## config.mk

```make
export PLATFORM = sky130hd
export DESIGN_NAME = serial_adder
export DESIGN_NICKNAME = d
export VERILOG_FILES = /design/src/rtl/serial_adder_pkg.sv /design/src/rtl/fullAdder1.sv /design/src/rtl/serial_adder.sv
export SDC_FILE = /design/constraint.sdc
export NUM_CORES = 1
export LEC_CHECK = 0
export CAP_MARGIN = 15
export CELL_PAD_IN_SITES_DETAIL_PLACEMENT = 2
export CELL_PAD_IN_SITES_GLOBAL_PLACEMENT = 2
export CORE_AREA = 10 10 99 66
export CTS_CLUSTER_DIAMETER = 80
export DETAILED_ROUTE_END_ITERATION = 16
export DIE_AREA = 0 0 109 76
export DONT_BUFFER_PORTS = 1
export PLACE_DENSITY = 0.74
export SLEW_MARGIN = 40
export SYNTH_ARGS = -nofsm -noshare
export SYNTH_HDL_FRONTEND = slang
export SYNTH_HIERARCHICAL = 1
export SYNTH_SLANG_ARGS = --single-unit
```

## constraint.sdc

```tcl
create_clock -name clk -period 1.7 [get_ports clk]
set_clock_uncertainty 0.2 [all_clocks]
set_input_delay 0.085 -clock clk [delete_from_list [all_inputs] [get_ports clk]]
set_output_delay 0.085 -clock clk [all_outputs]
set_load 0.05 [all_outputs]
```

## src/rtl/serial_adder_pkg.sv

```systemverilog
// Shared types for the bit-serial adder.
package serial_adder_pkg;

  typedef enum logic [1:0] {
    IDLE  = 2'd0,
    SHIFT = 2'd1,
    DONE  = 2'd2
  } state_t;

endpackage

```

## src/rtl/fullAdder1.sv

```systemverilog
// One-bit full adder slice reused every cycle by serial_adder.
module fullAdder1 (
  input  logic a,
  input  logic b,
  input  logic Cin,
  output logic sum1,
  output logic Cout
);

  assign sum1 = a ^ b ^ Cin;
  assign Cout = (a & b) | (a & Cin) | (b & Cin);

endmodule

```

## src/rtl/serial_adder.sv

```systemverilog
// Bit-serial adder: one fullAdder1 slice processes operands LSB first over
// WIDTH cycles, with the carry registered between bits.
module serial_adder
  import serial_adder_pkg::*;
#(
  parameter int WIDTH = 8
) (
  input  logic             clk,
  input  logic             rst,
  input  logic             start,
  input  logic [WIDTH-1:0] op_a,
  input  logic [WIDTH-1:0] op_b,
  input  logic             cin,
  output logic             busy,
  output logic             done,
  output logic [WIDTH-1:0] sum,
  output logic             cout
);

  localparam int CNT_W = $clog2(WIDTH + 1);
  localparam logic [CNT_W-1:0] LAST_BIT = CNT_W'(WIDTH - 1);

  state_t           state, state_next;
  logic [WIDTH-1:0] a_reg, b_reg, s_reg, s_next;
  logic             carry;
  logic [CNT_W-1:0] count;
  logic             sum1, slice_cout;
  logic             last_bit;

  fullAdder1 u_slice (
    .a    (a_reg[0]),
    .b    (b_reg[0]),
    .Cin  (carry),
    .sum1 (sum1),
    .Cout (slice_cout)
  );

  // New bit enters at the MSB so that after WIDTH shifts bit 0 sits at the LSB.
  if (WIDTH == 1) begin : g_single
    assign s_next = sum1;
  end else begin : g_multi
    assign s_next = {sum1, s_reg[WIDTH-1:1]};
  end

  assign last_bit = (count == LAST_BIT);
  assign busy     = (state != IDLE);
  assign done     = (state == DONE);

  // NOTE: sequential state uses non-blocking assignments so every register
  // samples pre-edge values, independent of statement order.
  always_ff @(posedge clk or posedge rst) begin
    if (rst) state <= IDLE;
    else     state <= state_next;
  end

  // NOTE: the default assignment first keeps this block free of latches.
  always_comb begin
    state_next = state;
    unique case (state)
      IDLE:    if (start) state_next = SHIFT;
      SHIFT:   if (last_bit) state_next = DONE;
      DONE:    state_next = IDLE;
      default: state_next = IDLE;
    endcase
  end

  always_ff @(posedge clk or posedge rst) begin
    if (rst) begin
      a_reg <= '0;
      b_reg <= '0;
      s_reg <= '0;
      carry <= 1'b0;
      count <= '0;
      sum   <= '0;
      cout  <= 1'b0;
    end else begin
      unique case (state)
        IDLE: begin
          if (start) begin
            a_reg <= op_a;
            b_reg <= op_b;
            carry <= cin;
            count <= '0;
          end
        end
        SHIFT: begin
          a_reg <= a_reg >> 1;
          b_reg <= b_reg >> 1;
          s_reg <= s_next;
          carry <= slice_cout;
          count <= count + 1'b1;
          if (last_bit) begin
            sum  <= s_next;
            cout <= slice_cout;
          end
        end
        default: ;
      endcase
    end
  end

endmodule

```

# Word level (Yosys, flattened, before mapping)
# Index checks and enable logic that the tools add are counted.
# totals
memories	0
mem_bits_ro	0
elab_cells	38
in_bits	20
out_inout_bits	11
register_bits	40
latch_bits	0
ram_bits	0
# classes
add_sub_neg	1
reduce_logical	6
div	0
shifts	0
mux	11
eq_ne	5
bitwise	7
n_lt_le_gt_ge	0
n_mul	0
# ops
operator	count
$pmux 8 s2	2
$mux 8	2
$pmux 4 s2	1
$reduce_and 2->1	3
$add 4x1->4 const B	1
$eq 4x3->1 const B	1
$mux 2	2
$mux 4	1
$ne 2x2->1 const B	2
$pmux 2 s2	1
$reduce_bool 2->1	2
$and 1x1->1	3
$eq 2x1->1 const B	1
$eq 2x2->1 const B	1
$logic_not 2->1	1
$or 1x1->1	2
$pmux 1 s2	1
$xor 1x1->1	2
$mux 1	1

# Longest topological paths before layout
# depth
word_depth	4
depth_mapped	5
ltp_nobuf	4

# Hierarchy
# The synthesis kept the hierarchy.
# by_module_without_submodules
mod	n_inst	area_per_inst_um2	seq_area_each_um2	cells_each
serial_adder	1	1594.0	975.9	151
fullAdder1	1	20.0	0.0	1

# Worst setup path before layout
# Ideal clock, no wire load.
# synth_path
path_kind	flip-flop to flip-flop
from	register state[1]
to	register cout
required_time_ps	1375
path_stages_with_launch	4
path_slack_ps	39
setup_time_ps	125
period_less_slack_ps	1661
path_buffers	0
t_arrival_ps	1336
cell_sequence	dfrtp_1 nand2b_2 nor3_4 mux2_2
# synth_via
elab_chain_cells	2
# synth_rtl
element	line	text
from (decl)	serial_adder.sv:23	state_t state, state_next;
from (signal assigned)	serial_adder.sv:53	else state <= state_next;
$eq 2x1->1	serial_adder.sv:77	unique case (state)
$reduce_and 2->1 (no source line)	n/a	
to (signal assigned)	serial_adder.sv:94	cout <= slice_cout;
to (decl)	serial_adder.sv:17	output logic cout
# No other way between the ends.
# A chain may end at the register's enable or synchronous reset.

# Worst setup path after layout
# layout_path
from	register count[1]
to	register sum[0]
# layout_via
elab_chain_cells	2
# layout_rtl
element	line	text
from (decl)	serial_adder.sv:26	logic [CNT_W-1:0] count;
from (signal assigned)	serial_adder.sv:91	count <= count + 1'b1;
$eq 4x3->1	serial_adder.sv:45	assign last_bit = (count == LAST_BIT);
$reduce_and 2->1 (no source line)	n/a	
to (signal assigned)	serial_adder.sv:93	sum <= s_next;
to (decl)	serial_adder.sv:16	output logic [WIDTH-1:0] sum,
# No other way between the ends.

==> results.txt <==
Across every metal layer, demand over resource in global routing totals 13.8%. Combinational cells account for 46.1% of the total power. Measured against its own limit, the worst slew margin works out to 65.7%. The finished layout holds 261 standard cells, fillers aside. Synthesis produced a netlist with a net count of 174. The net count of the finished layout is 217. TritonCTS built the clock tree. Of the total power, the clock network draws 15.4%. The detailed-routed wire length on met3 was 171 um; the die boundary width was 109 um. The count of warnings emitted by yosys is 6. The area growth from synthesis to layout is 33.8%.

After floorplanning, the core was divided into 20 placement rows. Power comes to 4250 uW. The layout has 492 filler cells. Subtracting the final worst setup slack from the clock period gives 1.68 ns.

The final non-filler cell area is 0.00216 mm^2, and the cell leakage power is 0.00105 uW. For the total global routing overflow, the log shows 0. Max-cap violations in this run came to 0. The tools report the sequential share of power as 38.5%. The number of antenna violations at the first check in global routing was 0; the number of global-route vias before repair was 1478. The CTS clock-pin slew for the worst setup and hold paths came out at 0.08 ns. For the worst-skew pair, the clock arrives at the later sink with an insertion delay of 0.30 ns.

Routability-driven placement finished with a final weighted congestion of 0.717. The detailed router put a total of 2350 um of wire on met1. The library cell contributing the largest single delay on the critical path is sky130_fd_sc_hd__dfrtp_1. The H-tree was split into 2 levels. The flow ran to the end, and the final reports show no timing, DRC or antenna violations. Setup violations remaining at the end of the flow were counted as 0.

The distinct cell type count of the synthesized netlist was 21. The capturing point of the worst reg2reg path is sum[0]. The total via count after detailed routing came out at 1302. Measured along the y axis, the die boundary spans 76 um.

The final critical path takes up 98.6% of the cycle. Counting buffers and inverters, the worst setup path is 5 cells deep. In this run the power spent charging and discharging nets is 1870 uW. The tools report the required time at the worst-slack endpoint as 1.68 ns.

The remaining number of nets flagged by the antenna check after routing was 0. Last element of the critical path: sum[0]. The tools report the number of DRC markers after the initial detailed-route iteration as 76. In this run the power density over the cells is 1970 mW/mm^2. The sum of negative setup slack was 0 ns; the critical path buffer and inverter count was 1.

In this run, CTS created clock tree buffers numbering 5. The worst supply voltage drop on vdd came out at 0.794 mV. The die covers 0.00828 mm^2. The startpoint class of the critical path was a register. In the final layout, flip-flops and latches occupy 977 um^2.

In this design, the stage delay of the slowest critical-path cell is 0.39 ns. For the worst-case register-to-register setup slack, the log shows 0.02 ns. For this configuration, the core starts out at a cell density of 33.4%.

Of the synthesized area, sequential elements account for 60.5%. The highest clock frequency the design can meet came out at 0.596 GHz. The wire-length estimate of the detail-placed layout is 3280 um. The global-route wire length before repair is 8750 um, and the actual transition at the worst max-transition pin is 0.514 ns.

The multi-input combinational cells in the finished layout cover a total of 626 um^2. The worst hold path stage count came out at 4. The startpoint identified for the worst register-to-register timing path is count[1]. Leaving out fill and tap cells, the most frequent cells in the layout are sky130_fd_sc_hd__nand2_1 (58), sky130_fd_sc_hd__dfrtp_1 (38), sky130_fd_sc_hd__buf_4 (23). The tools report the arrival time at the worst endpoint as 1.66 ns.

The top layer reached by signal wires is met4. Entering global routing, the biggest net connects 40 pins. After detailed routing, the number of remaining DRC violations is 0. The mapped netlist covers 0.00161 mm^2.

In the final routed layout, each cell accounts on average for 20.7 um. Detailed-routing iteration count for the pre-antenna-repair pass: 4. The root buffer cell chosen for the clock tree is sky130_fd_sc_hd__clkbuf_8. Most common cell after layout, fill and taps aside: sky130_fd_sc_hd__nand2_1. The critical path starts at count[1].

The count of buffers added on input and output ports is 0. The clock net in this run drives a total of 39 sinks. The tools report the count of final max-slew check failures as 0. The count of final hold-check violations was 0; the worst slack on hold paths was 0.107 ns. The fraction of layout cells with a size suffix above 1 is 25.1%. The cell family contributing the most delay on the critical path is flip-flops. The detail-routed via count per cell was 4.99.

Each instance of the synthesized netlist takes up on average 10.6 um^2. The worst reg2reg path depth works out to 5. In this run the cell area measured after placement is 0.00184 mm^2. The internal power summed over all cells was 2380 uW; the number of inserted diodes was 0. Of the total power, the share spent switching nets is 44.0%. The longest clock path from root to sink contains 2 buffers. The core region is 0.00483 mm^2. After detailed routing, the met2 layer carries 2810 um of wire.

The peak fanout along the critical path is 10. After detailed placement, the design holds a cell count of 231. The final layout contains routed wiring with a total length of 5410 um.

In this run, synthesis produced a sequential element count of 39. The critical path goes through ha_2, nand2_2, nor3_4, buf_12, mux2_2. STA classifies the critical path endpoint as a register.

The boundary pin count was 31. The kind of critical path was reg2reg. Worst min-delay path class: in2reg. For the number of instances in the synthesized netlist, the log shows 152.
synthesized netlist by cell type:
library cell / count / area share, %
sky130_fd_sc_hd__nand4_1: 1 / 0.39
sky130_fd_sc_hd__dfrtp_1: 39 / 60
sky130_fd_sc_hd__o21ba_2: 1 / 0.62
sky130_fd_sc_hd__ha_1: 1 / 0.78
sky130_fd_sc_hd__o21ai_0: 6 / 1.9
sky130_fd_sc_hd__mux2i_1: 1 / 0.62
sky130_fd_sc_hd__clkbuf_1: 5 / 1.2
sky130_fd_sc_hd__a22oi_1: 15 / 7.0
sky130_fd_sc_hd__nand2_1: 59 / 14
sky130_fd_sc_hd__inv_1: 1 / 0.23
sky130_fd_sc_hd__nor2b_1: 2 / 0.78
sky130_fd_sc_hd__nand2b_1: 2 / 0.78
sky130_fd_sc_hd__nand2b_2: 1 / 0.54
sky130_fd_sc_hd__mux2_2: 9 / 6.3
sky130_fd_sc_hd__nor3b_1: 1 / 0.47
sky130_fd_sc_hd__a21oi_1: 2 / 0.62
sky130_fd_sc_hd__nor3_4: 1 / 1.0
sky130_fd_sc_hd__or2_2: 1 / 0.39
sky130_fd_sc_hd__o21bai_1: 1 / 0.47
sky130_fd_sc_hd__buf_2: 2 / 0.62
sky130_fd_sc_hd__fa_1: 1 / 1.2
through the flow:
| stage | setup slack (ns) | utilization [%] |
|---|---|---|
| 5_1_grt | -0.0117 | 44.7 |
| 3_3_place_gp | 0.0871 | 38.1 |
| 6_report | 0.0230 | 44.7 |
| 2_1_floorplan | 0.0395 | - |
| 3_5_place_dp | -0.0458 | 38.1 |
| 4_1_cts | 0.0156 | 44.4 |
worst min path at each step:
| stage | end | slack [ns] | start |
|---|---|---|---|
| 5_1_grt | a_reg[7] | 0.11 | start |
| 3_3_place_gp | s_reg[6] | -0.08 | rst |
| 2_1_floorplan | a_reg[7] | 0.002 | op_a[7] |
| 4_1_cts | a_reg[7] | 0.11 | start |
| 6_report | a_reg[7] | 0.11 | start |
| 3_5_place_dp | carry | -0.06 | rst |
power groups by stage:
stage          combinational [uW]  clock [uW]  sequential (uW)
6_report                     1960         655             1640
2_1_floorplan                 856           0             1870
3_3_place_gp                 1630           0             1580
5_1_grt                      2130         709             1690
3_5_place_dp                 1750           0             1630
4_1_cts                      1890         672             1620
repair_timing:
item / in CTS / in global routing
buffers inserted: 3 / 1
gates resized for setup: 2 / 3
endpoints found under the setup margin: 9 / 10
hold buffers: 19 / 0
endpoints found under the hold margin: 58 / 0
layout make-up:
cell class	count	area share [%]
Sequential cell	39	45.2
Multi-Input combinational cell	105	29.0
Timing Repair Buffer	43	17.7
Clock buffer	6	3.82
Tap cell	66	3.82
Clock inverter	1	0.232
Inverter	1	0.174
worst reg2reg max path, delay by kind of cell, from the launching register on:
kind	cells	cell delay (ns)
flip-flops	1	0.39
multiplexers	1	0.35
AND/OR/NAND/NOR	2	0.25
adder cells (fa/ha/maj)	1	0.22
buffers and inverters	1	0.17
per-layer routing:
metal,vias to the layer above,GRT usage [%]
li1,591,-
met1,678,16.8
met2,27,22.8
met3,6,3.89
met4,0,4.20
met5,-,0
logic make-up after synthesis:
| logic type | count (synthesis) | synth area share, % |
|---|---|---|
| compound gates | 25 | 10.5 |
| fa+ha+maj | 2 | 2.02 |
| buf+inv | 8 | 2.02 |
| flops | 39 | 60.5 |
| mux | 10 | 6.90 |
| simple gates | 68 | 18.1 |
(Power assumes the default switching activity.)
